### src/rtl/shared_dff_arbiter.sv
// shared_dff_arbiter
//   Two requesters share one WIDTH-bit register. In IDLE, a single request
//   is granted directly. If both requesters ask at once, the one that did
//   not win last time is granted (round-robin). A grant loads Q with the
//   winner's data and pulses that requester's gnt for one cycle. It then
//   starts a lock-out window of HOLD cycles, during which requests are
//   ignored. All state updates happen on the falling edge of clock.
//
// Ports
//   clock        : single clock, falling-edge active
//   reset        : asynchronous, active-high
//   req0, req1   : write requests
//   data0, data1 : write data for each requester
//   gnt0, gnt1   : one-cycle grant/ack pulses
//   Q, NQ        : shared register and its bitwise complement
//   busy         : high while the lock-out window is active
//
// state  | meaning
// S_IDLE | accepting requests, arbitrating on each falling edge
// S_HOLD | lock-out after a grant; cnt counts down to the return edge
module shared_dff_arbiter #(
  parameter int WIDTH = 4,
  parameter int HOLD  = 2
) (
  input  logic             clock,
  input  logic             reset,
  input  logic             req0,
  input  logic             req1,
  input  logic [WIDTH-1:0] data0,
  input  logic [WIDTH-1:0] data1,
  output logic             gnt0,
  output logic             gnt1,
  output logic [WIDTH-1:0] Q,
  output logic [WIDTH-1:0] NQ,
  output logic             busy
);

  typedef enum logic {S_IDLE, S_HOLD} state_t;

  localparam logic [3:0] HOLD_CNT = 4'(HOLD);

  state_t           state, state_nxt;
  logic [3:0]       cnt, cnt_nxt;
  logic             last_win, last_win_nxt;  // 1 = requester 1 won last
  logic [WIDTH-1:0] q_nxt;
  logic             gnt0_nxt, gnt1_nxt;
  logic             pick0;

  // Requester 0 wins when it is alone, or on a tie when 1 won last.
  assign pick0 = req0 & (~req1 | last_win);

  always_comb begin
    state_nxt    = state;
    cnt_nxt      = cnt;
    last_win_nxt = last_win;
    q_nxt        = Q;
    gnt0_nxt     = 1'b0;
    gnt1_nxt     = 1'b0;
    case (state)
      S_IDLE: begin
        if (req0 | req1) begin
          if (pick0) begin
            gnt0_nxt     = 1'b1;
            q_nxt        = data0;
            last_win_nxt = 1'b0;
          end else begin
            gnt1_nxt     = 1'b1;
            q_nxt        = data1;
            last_win_nxt = 1'b1;
          end
          // With no lock-out configured, stay in IDLE and arbitrate every edge.
          if (HOLD_CNT != 4'd0) begin
            state_nxt = S_HOLD;
            cnt_nxt   = HOLD_CNT;
          end
        end
      end
      S_HOLD: begin
        cnt_nxt = cnt - 4'd1;
        if (cnt == 4'd1) state_nxt = S_IDLE;
      end
      default: begin
        state_nxt = S_IDLE;
        cnt_nxt   = 4'd0;
      end
    endcase
  end

  always_ff @(negedge clock or posedge reset) begin
    if (reset) begin
      state    <= S_IDLE;
      cnt      <= 4'd0;
      last_win <= 1'b1;
      Q        <= '0;
      gnt0     <= 1'b0;
      gnt1     <= 1'b0;
    end else begin
      state    <= state_nxt;
      cnt      <= cnt_nxt;
      last_win <= last_win_nxt;
      Q        <= q_nxt;
      gnt0     <= gnt0_nxt;
      gnt1     <= gnt1_nxt;
    end
  end

  assign NQ   = ~Q;
  assign busy = (state == S_HOLD);

endmodule
### config.mk
export PLATFORM = sky130hd
export DESIGN_NAME = shared_dff_arbiter
export DESIGN_NICKNAME = d
export VERILOG_FILES = /design/src/rtl/shared_dff_arbiter.sv
export SDC_FILE = /design/constraint.sdc
export NUM_CORES = 1
export LEC_CHECK = 0
export CAP_MARGIN = 10
export CORE_MARGIN = 8
export CORE_UTILIZATION = 36
export DETAILED_ROUTE_END_ITERATION = 16
export MAX_ROUTING_LAYER = met4
export PLACE_DENSITY = 0.82
export RECOVER_POWER = 100
export SYNTH_ARGS = -nofsm -noshare
export SYNTH_HDL_FRONTEND = slang
export SYNTH_SLANG_ARGS = --single-unit
### constraint.sdc
create_clock -name clock -period 1.3 [get_ports clock]
set_input_delay 0.195 -clock clock [delete_from_list [all_inputs] [get_ports clock]]
set_output_delay 0.195 -clock clock [all_outputs]
set_load 0.02 [all_outputs]
# After elaboration in Yosys (flattened, before gate mapping)

Index checks and enable logic that the tools add are counted.

Register bits after elaboration: 12

Add/subtract/negate cells: 1
Eq/ne operators: 2
Mux-type cells: 12
Bitwise operators: 6
Reductions and logical operators: 1

Operators by type and width:

| cell                | count |
|---|---|
| $mux 1              | 8 |
| $mux 4              | 2 |
| $pmux 4 s2          | 1 |
| $eq 4x1->1 const B  | 1 |
| $not 4->4           | 1 |
| $sub 4x1->4 const B | 1 |
| $ne 2x2->1 const B  | 1 |
| $not 1->1           | 2 |
| $or 1x1->1          | 2 |
| $pmux 1 s2          | 1 |
| $reduce_and 2->1    | 1 |
| $and 1x1->1         | 1 |

# Longest topological paths before layout

Gate-level depths: netlist (run 1).

Depth in word-level cells: 6
Depth in mapped cells: 5
Gate-level depth less buffers: 5

==> impl_results.md, run 1 <==
* Outcome: complete, but fails checks
* Violated checks: negative setup slack
* Clock Skew at 52.4 ps
* Num Clock Sinks at 12
* CTS Root Cell: clkbuf_4
* Drt first pass iters at 4
* Simple-gate portion of the synthesized area at 0.116
* Main combinational cell family by area after synthesis: compound AO/OA/AOI/OAI gates
* Top Metal Used: met4
* Hold Buf Count CTS at 0
* Hold WC Path Type: reg2reg
* CP required at 1110 ps
* Flop pwr share at 0.294
* Site Rows at 14
* Detail Route Antenna Nets at 0
* Yosys warns at 0
* Per-cell routed wire length at 16.8 um
* Die Height at 55.8 um
* Mapped Avg Cell Area at 10.0 um^2
* Reg2Reg Depth at 4
* R2R setup slack at -30 ps
* Final Hold Vio Count at 0
* CTS buffer count at 3
* Synth Area in Adders at 0.0439
* Xor and xnor area share after synthesis at 0
* Syn Std Cell Area at 571 um^2
* Sequential area share after synthesis at 0.529
* Drt initial violations at 10
* Worst hold margin at 438 ps
* Placed cells at 100
* TritonCTS clock tree: built
* Core area at 1490 um^2
* Main synth FF type: dfrtn_1
* Worst-path clk slew at 60 ps
* Post-synthesis cell count at 57
* Largest net degree at the start of global routing at 11
* Initial antenna violation count at 0
* MaxCap Viol Count at 0
* Syn nets at 71
* Yosys top cell area share at 0.482
* Non-filler instance count after layout at 112
* Clock share of power at 0.134
* Pwr dens at 2440 nW/um^2
* Post-synthesis mux area share at 0.0197
* CP startpoint: Q[0]
* RSZ-0062 raised after global routing: true
* Most numerous cell in the Yosys netlist: dfrtn_1
* Area grow syn2layout at 77.2%
* # IOs at 23
* Share of cells above drive strength 1 at 0.490
* HPWL Detailed at 1180 um
* Routed met3 length at 110 um
* Top cells by instance count after synthesis: 11 x dfrtn_1, 10 x inv_1, 5 x o21ai_0, 4 x a22oi_1, 4 x a31oi_1
* Switching pwr at 0.000947 W
* Leak at 0.522 nW
* Htree depth at 1
* Nets at 111
* Critical Path Start Type: flip-flop
* Die area at 3110 um^2
* Clock Path Buffers at 2
* GP Congestion at 0.830
* Crit Path Class: reg2out
* P_int at 0.00152 W
* Peak VDD IR at 1.49 mV
* Final setup viols at 17
* Leading area contributor after synthesis: dfrtn_1
* Die width at 55.8 um
* Initial core utilization at 0.383
* Switching Fraction at 0.383
* Drt via density at 5.38
* Worst slew margin at 0.790
* WL final at 1890 um
* Gr ovfl total at 0
* Input/output buffers at 22
* Wire length on met1 at 735 um
* Worst setup EP type: output port
* Antenna cells at 0
* Final count of pins violating max slew at 0
* Worst r2r src: busy
* WL met2 at 991 um
* EDFF count, synth at 0
* First-pass GRT wire length at 2770 um
* Library cells used by synthesis at 22
* DRC at 0
* CP endpoint: NQ[0]
* Reg-to-Reg End: cnt[3]
* Worst-path fanout max at 2
* Clk_lat worst skew at 340 ps
* Synth top area cells: dfrtn_1 48%, inv_1 6.6%, a22oi_1 5.3%
* Worst Slack Setup Final at -462 ps
* Total GRT Usage at 0.112
* Number of global-route vias before repair at 589
* Via count at 603
* #FFs+latches synth at 12
* Crit path DAT at 1570 ps
* Measured slew at the worst slew-check pin at 311 ps
* Async SR Flop Fraction at 1.00
* Synth Area in Compound Gates at 0.195
* Combinational share of power at 0.572
registers in the layout, indices dropped and copies added (netlist names):
signal	count
last_win	1
busy	1
cnt	4
gnt0	1
gnt1	1
Q	4
worst min-delay path by stage:
stage / startpoint / endpoint / slack (ps) / cells after the start
CTS: cnt[3] / cnt[3] / 430 / 1
global placement: cnt[3] / cnt[3] / 400 / 1
floorplan: cnt[3] / cnt[3] / 390 / 1
finish: cnt[3] / cnt[3] / 440 / 1
global route: cnt[3] / cnt[3] / 450 / 1
detailed placement: cnt[3] / cnt[3] / 420 / 1
timing repair:
action,in CTS,in global routing
pin swaps,9,5
cloned,1,0
gates resized for setup,83,18
buffers inserted,2,5
setup endpoints to repair,23,18
cell families (layout without fill, tap and decap cells):
| group | after synthesis | in the layout |
|---|---|---|
| AO/OA/AOI/OAI | 18 | 19 |
| buffers and inverters | 13 | 51 |
| flip-flops | 12 | 12 |
| AND/OR/NAND/NOR | 11 | 11 |
| adder cells (fa/ha/maj) | 2 | 2 |
| multiplexers | 1 | 1 |
per-stage QoR:
step           instance area [um^2]  setup WS (ps)  total power, W  TNS, ps   util
5_1_grt                        1010           -492         0.00262    -5440  0.679
2_1_floorplan                   598           -197         0.00133    -2160      -
3_5_place_dp                    861           -784         0.00184   -14410  0.578
4_1_cts                         927           -446         0.00227    -4670  0.623
3_3_place_gp                    861           -747         0.00179   -13840  0.578
6_report                       1010           -462         0.00247    -4790  0.679
worst max-delay path: stages, from the launching register on:
cell	delay, ps
dfrtn_1	450
inv_2	50
buf_6	120
cell type report:
type / count / area [um^2]
multi-input cells: 33 / 279
fillers: 113 / 478
clock buffers: 4 / 36.3
well taps: 16 / 20.0
flip-flops and latches: 12 / 302
repair buffers: 37 / 337
inverters: 9 / 33.8
clock inverters: 1 / 3.75
layout by cell type (no fill, tap or decap), drive strengths merged, types with 2 or more instances in the layout:
cell / instances
dlygate4sd2: 4
a22oi: 4
inv: 10
ha: 2
nor3: 2
a31oi: 4
dlymetal6s2s: 3
nand3: 2
o21ai: 6
o21bai: 2
buf: 25
a21oi: 3
clkbuf: 7
dfrtn: 11
power groups by stage:
| stage | clock, W | sequential (W) | combinational [W] |
|---|---|---|---|
| final | 0.000331 | 0.000727 | 0.00141 |
| after floorplan | 0.00000963 | 0.000783 | 0.000536 |
| after global routing | 0.000341 | 0.000747 | 0.00153 |
| after global placement | 0.00000963 | 0.000680 | 0.00110 |
| after CTS | 0.000333 | 0.000710 | 0.00123 |
| after detailed placement | 0.00000963 | 0.000696 | 0.00113 |
routing by layer:
| layer | global-route usage | vias up |
|---|---|---|
| met5 | - | - |
| met4 | 0.0825 | 0 |
| met3 | 0.0228 | 5 |
| met2 | 0.173 | 22 |
| met1 | 0.125 | 298 |
| li1 | - | 278 |
Note: power is estimated with default switching activity, not from simulation.
==> run 2: changes to the inputs <==
- CTS_CLUSTER_SIZE: default -> 8
==> results of run 2 <==
No change in the layout: final DEF, timing and power equal those of run 1.
==> run 3: changes to the inputs <==
- CORE_AREA: default -> 8 8 45 47
- CORE_MARGIN: 8 -> default
- CORE_UTILIZATION: 36 -> default
- DIE_AREA: default -> 0 0 53 55
- DONT_BUFFER_PORTS: default -> 1
- PLACE_DENSITY: 0.82 -> 0.7
==> run 3 against run 2 <==
  * The run still ends with negative setup slack left
  * Highest routed layer unchanged
  * Routed wire length decreased by 25%
  * Combinational power is 34% lower
  * Utilization fell by 15 points
  * Cell count is 22% lower
  * Non-clock buffer count shrank 25
  * Hold slack worse by 170 ps
  * Largest power group unchanged
  * Sequential cell count did not move
  * Die area shrank 6.4%
  * Sequential share of layout area up 12 points
  * Clock skew decreased by 5.3 ps
  * Register-to-register slack barely moved
  * Cell area fell by 28%
==> impl_results.md, run 3 (same netlist as run 1, synthesis figures left out) <==
* RSZ-0062 raised after global routing: true
* Per-cell routed wire length at 16.3 um (-3.0%)
* Largest stage delay on the critical path at 460 ps (about the same)
* Pwr dens at 2650 nW/um^2 (+8.5%)
* CTS Root Cell: clkbuf_4
* Initial antenna violation count at 0 (unchanged)
* Measured slew at the worst slew-check pin at 293 ps (-18.2 ps)
* First-pass GRT wire length at 2040 um (-27%)
* MaxCap Viol Count at 0 (unchanged)
* Cell family with most CP delay: flip-flops
* Detail Route Antenna Nets at 0 (unchanged)
* Pre-CTS setup slack at -135 ps (+649 ps)
* Placed cells at 81 (-19%)
* Placed Area at 663 um^2 (-23%)
* Leak at 0.340 nW (-35%)
* Final setup viols at 13 (-4)
* Core area at 1380 um^2 (-7.1%)
* Site Rows at 14 (unchanged)
* Combinational share of power at 0.482 (-0.090)
* Violated checks: negative setup slack
* Worst slew margin at 0.804 (+0.0146)
* Worst setup EP type: output port
* Switching Fraction at 0.416 (+0.0326)
* DRC at 0 (unchanged)
* CP bufs+invs at 1 (-1)
* Final count of pins violating max slew at 0 (unchanged)
* Clk_lat worst skew at 320 ps (-20 ps)
* Gr ovfl total at 0 (unchanged)
* Crit path DAT at 1530 ps (-40 ps)
* Final instance area at 728 um^2 (-28%)
* Critical Path Start Type: flip-flop
* Peak VDD IR at 1.18 mV (-21%)
* Die width at 53 um (-5.0%)
* Worst Slack Setup Final at -421 ps (+41.5 ps)
* Outcome: complete, but fails checks
* Num Clock Sinks at 12 (unchanged)
* Drt via density at 5.75 (+6.7%)
* Total GRT Usage at 0.102 (-0.0101)
* Worst-path clk slew at 60 ps (about the same)
* Worst-path cell chain: buf_6
* Area grow syn2layout at 27.6%
* Biggest regs: Q: 4 flops, cnt: 4 flops
* CTS buffer count at 3 (unchanged)
* # IOs at 23 (unchanged)
* GP Congestion at 0.810 (-2.4%)
* Fin util at 0.526 (-0.153)
* Die area at 2920 um^2 (-6.4%)
* Slowest-stage cell, CP: dfrtn_1
* Final Hold Vio Count at 0 (unchanged)
* Flop pwr share at 0.391 (+0.097)
* Largest net degree at the start of global routing at 12 (+1)
* Clock Path Buffers at 2 (unchanged)
* Drt first pass iters at 4 (unchanged)
* WL final at 1420 um (-25%)
* Non-filler instance count after layout at 87 (-22%)
* Most common cell after layout, fill and taps aside: dfrtn_1
* Clock share of power at 0.128 (-0.006)
* P_int at 0.00113 W (-26%)
* Clock Skew at 47.1 ps (-5.30 ps)
* CP required at 1110 ps (about the same)
* Htree depth at 1 (unchanged)
* R2R setup slack at -40 ps (about the same)
* Die Height at 55 um (-1.5%)
* Switching pwr at 0.000803 W (-15%)
* Antenna cells at 0 (unchanged)
* Hold Buf Count CTS at 0 (unchanged)
* Worst-path fanout max at 2 (unchanged)
* HPWL Detailed at 1030 um (-13%)
* Initial core utilization at 0.412 (+0.0291)
* Number of global-route vias before repair at 474 (-20%)
* Via count at 500 (-17%)
* Most frequent cells in the layout: 11 x dfrtn_1, 6 x inv_1
* Input/output buffers at 0 (-100%)
* Crit Path Class: reg2out
* Share of cells above drive strength 1 at 0.338 (-0.152)
* TritonCTS clock tree: built
* Hold WC Path Type: in2async
* Nets at 86 (-23%)
* Total power at 0.00193 W (-22%)
* Drt initial violations at 8 (-2)
-- run 3: changes by cell type in the layout (fill, tap and decap cells not counted), sizes merged --
cell           before  now
buf                25    8
clkinv              0    1
dlygate4sd3         1    0
dlygate4sd2         4    0
clkdlybuf4s50       1    0
dlymetal6s2s        3    0
-- run 3: layout make-up --
type / count / area [um^2]
repair buffers: 12 / 95.1
fillers: 137 / 656
flip-flops and latches: 12 / 302
clock buffers: 3 / 22.5
well taps: 16 / 20.0
multi-input cells: 33 / 248
clock inverters: 2 / 7.51
inverters: 9 / 33.8
-- run 3: power groups by stage --
stage          clock network, W  registers (W)  logic [W]
6_report               0.000246       0.000755   0.000930
5_1_grt                0.000279       0.000775    0.00102
3_5_place_dp         0.00000963       0.000733   0.000840
2_1_floorplan        0.00000963       0.000783   0.000536
3_3_place_gp         0.00000963       0.000725   0.000808
4_1_cts                0.000261       0.000751   0.000904
-- run 3: path summary, 6_finish.rpt --
kind                        start      to  cells after the start
max in group asynchronous   reset    gnt1                      2
min reg2reg                cnt[2]  cnt[2]                      1
max                          Q[0]    Q[0]                      1
max reg2reg                  busy  cnt[3]                      3
min in group clock         cnt[2]  cnt[2]                      1
min                         reset  cnt[2]                      1
-- run 3: per-layer routing --
metal	share of wire	track usage	vias to the layer above
met4	0.018	0.0733	0
li1	-	-	228
met2	0.56	0.162	19
met5	0	-	-
met3	0.086	0.0561	6
met1	0.34	0.0912	247
-- run 3: per-stage QoR --
stage / setup TNS, ps / hold WS [ps]
2_1_floorplan: -2160 / 385
3_3_place_gp: -1510 / 403
3_5_place_dp: -1670 / 425
4_1_cts: -4220 / 266
5_1_grt: -4790 / 274
6_report: -4110 / 266
-- run 3: repair_timing --
item                       4_1_cts  5_1_grt
pin swaps                        1        1
resized for setup                7        1
setup endpoints to repair       13       17
gates cloned                     0        1
buffers inserted                 0        1
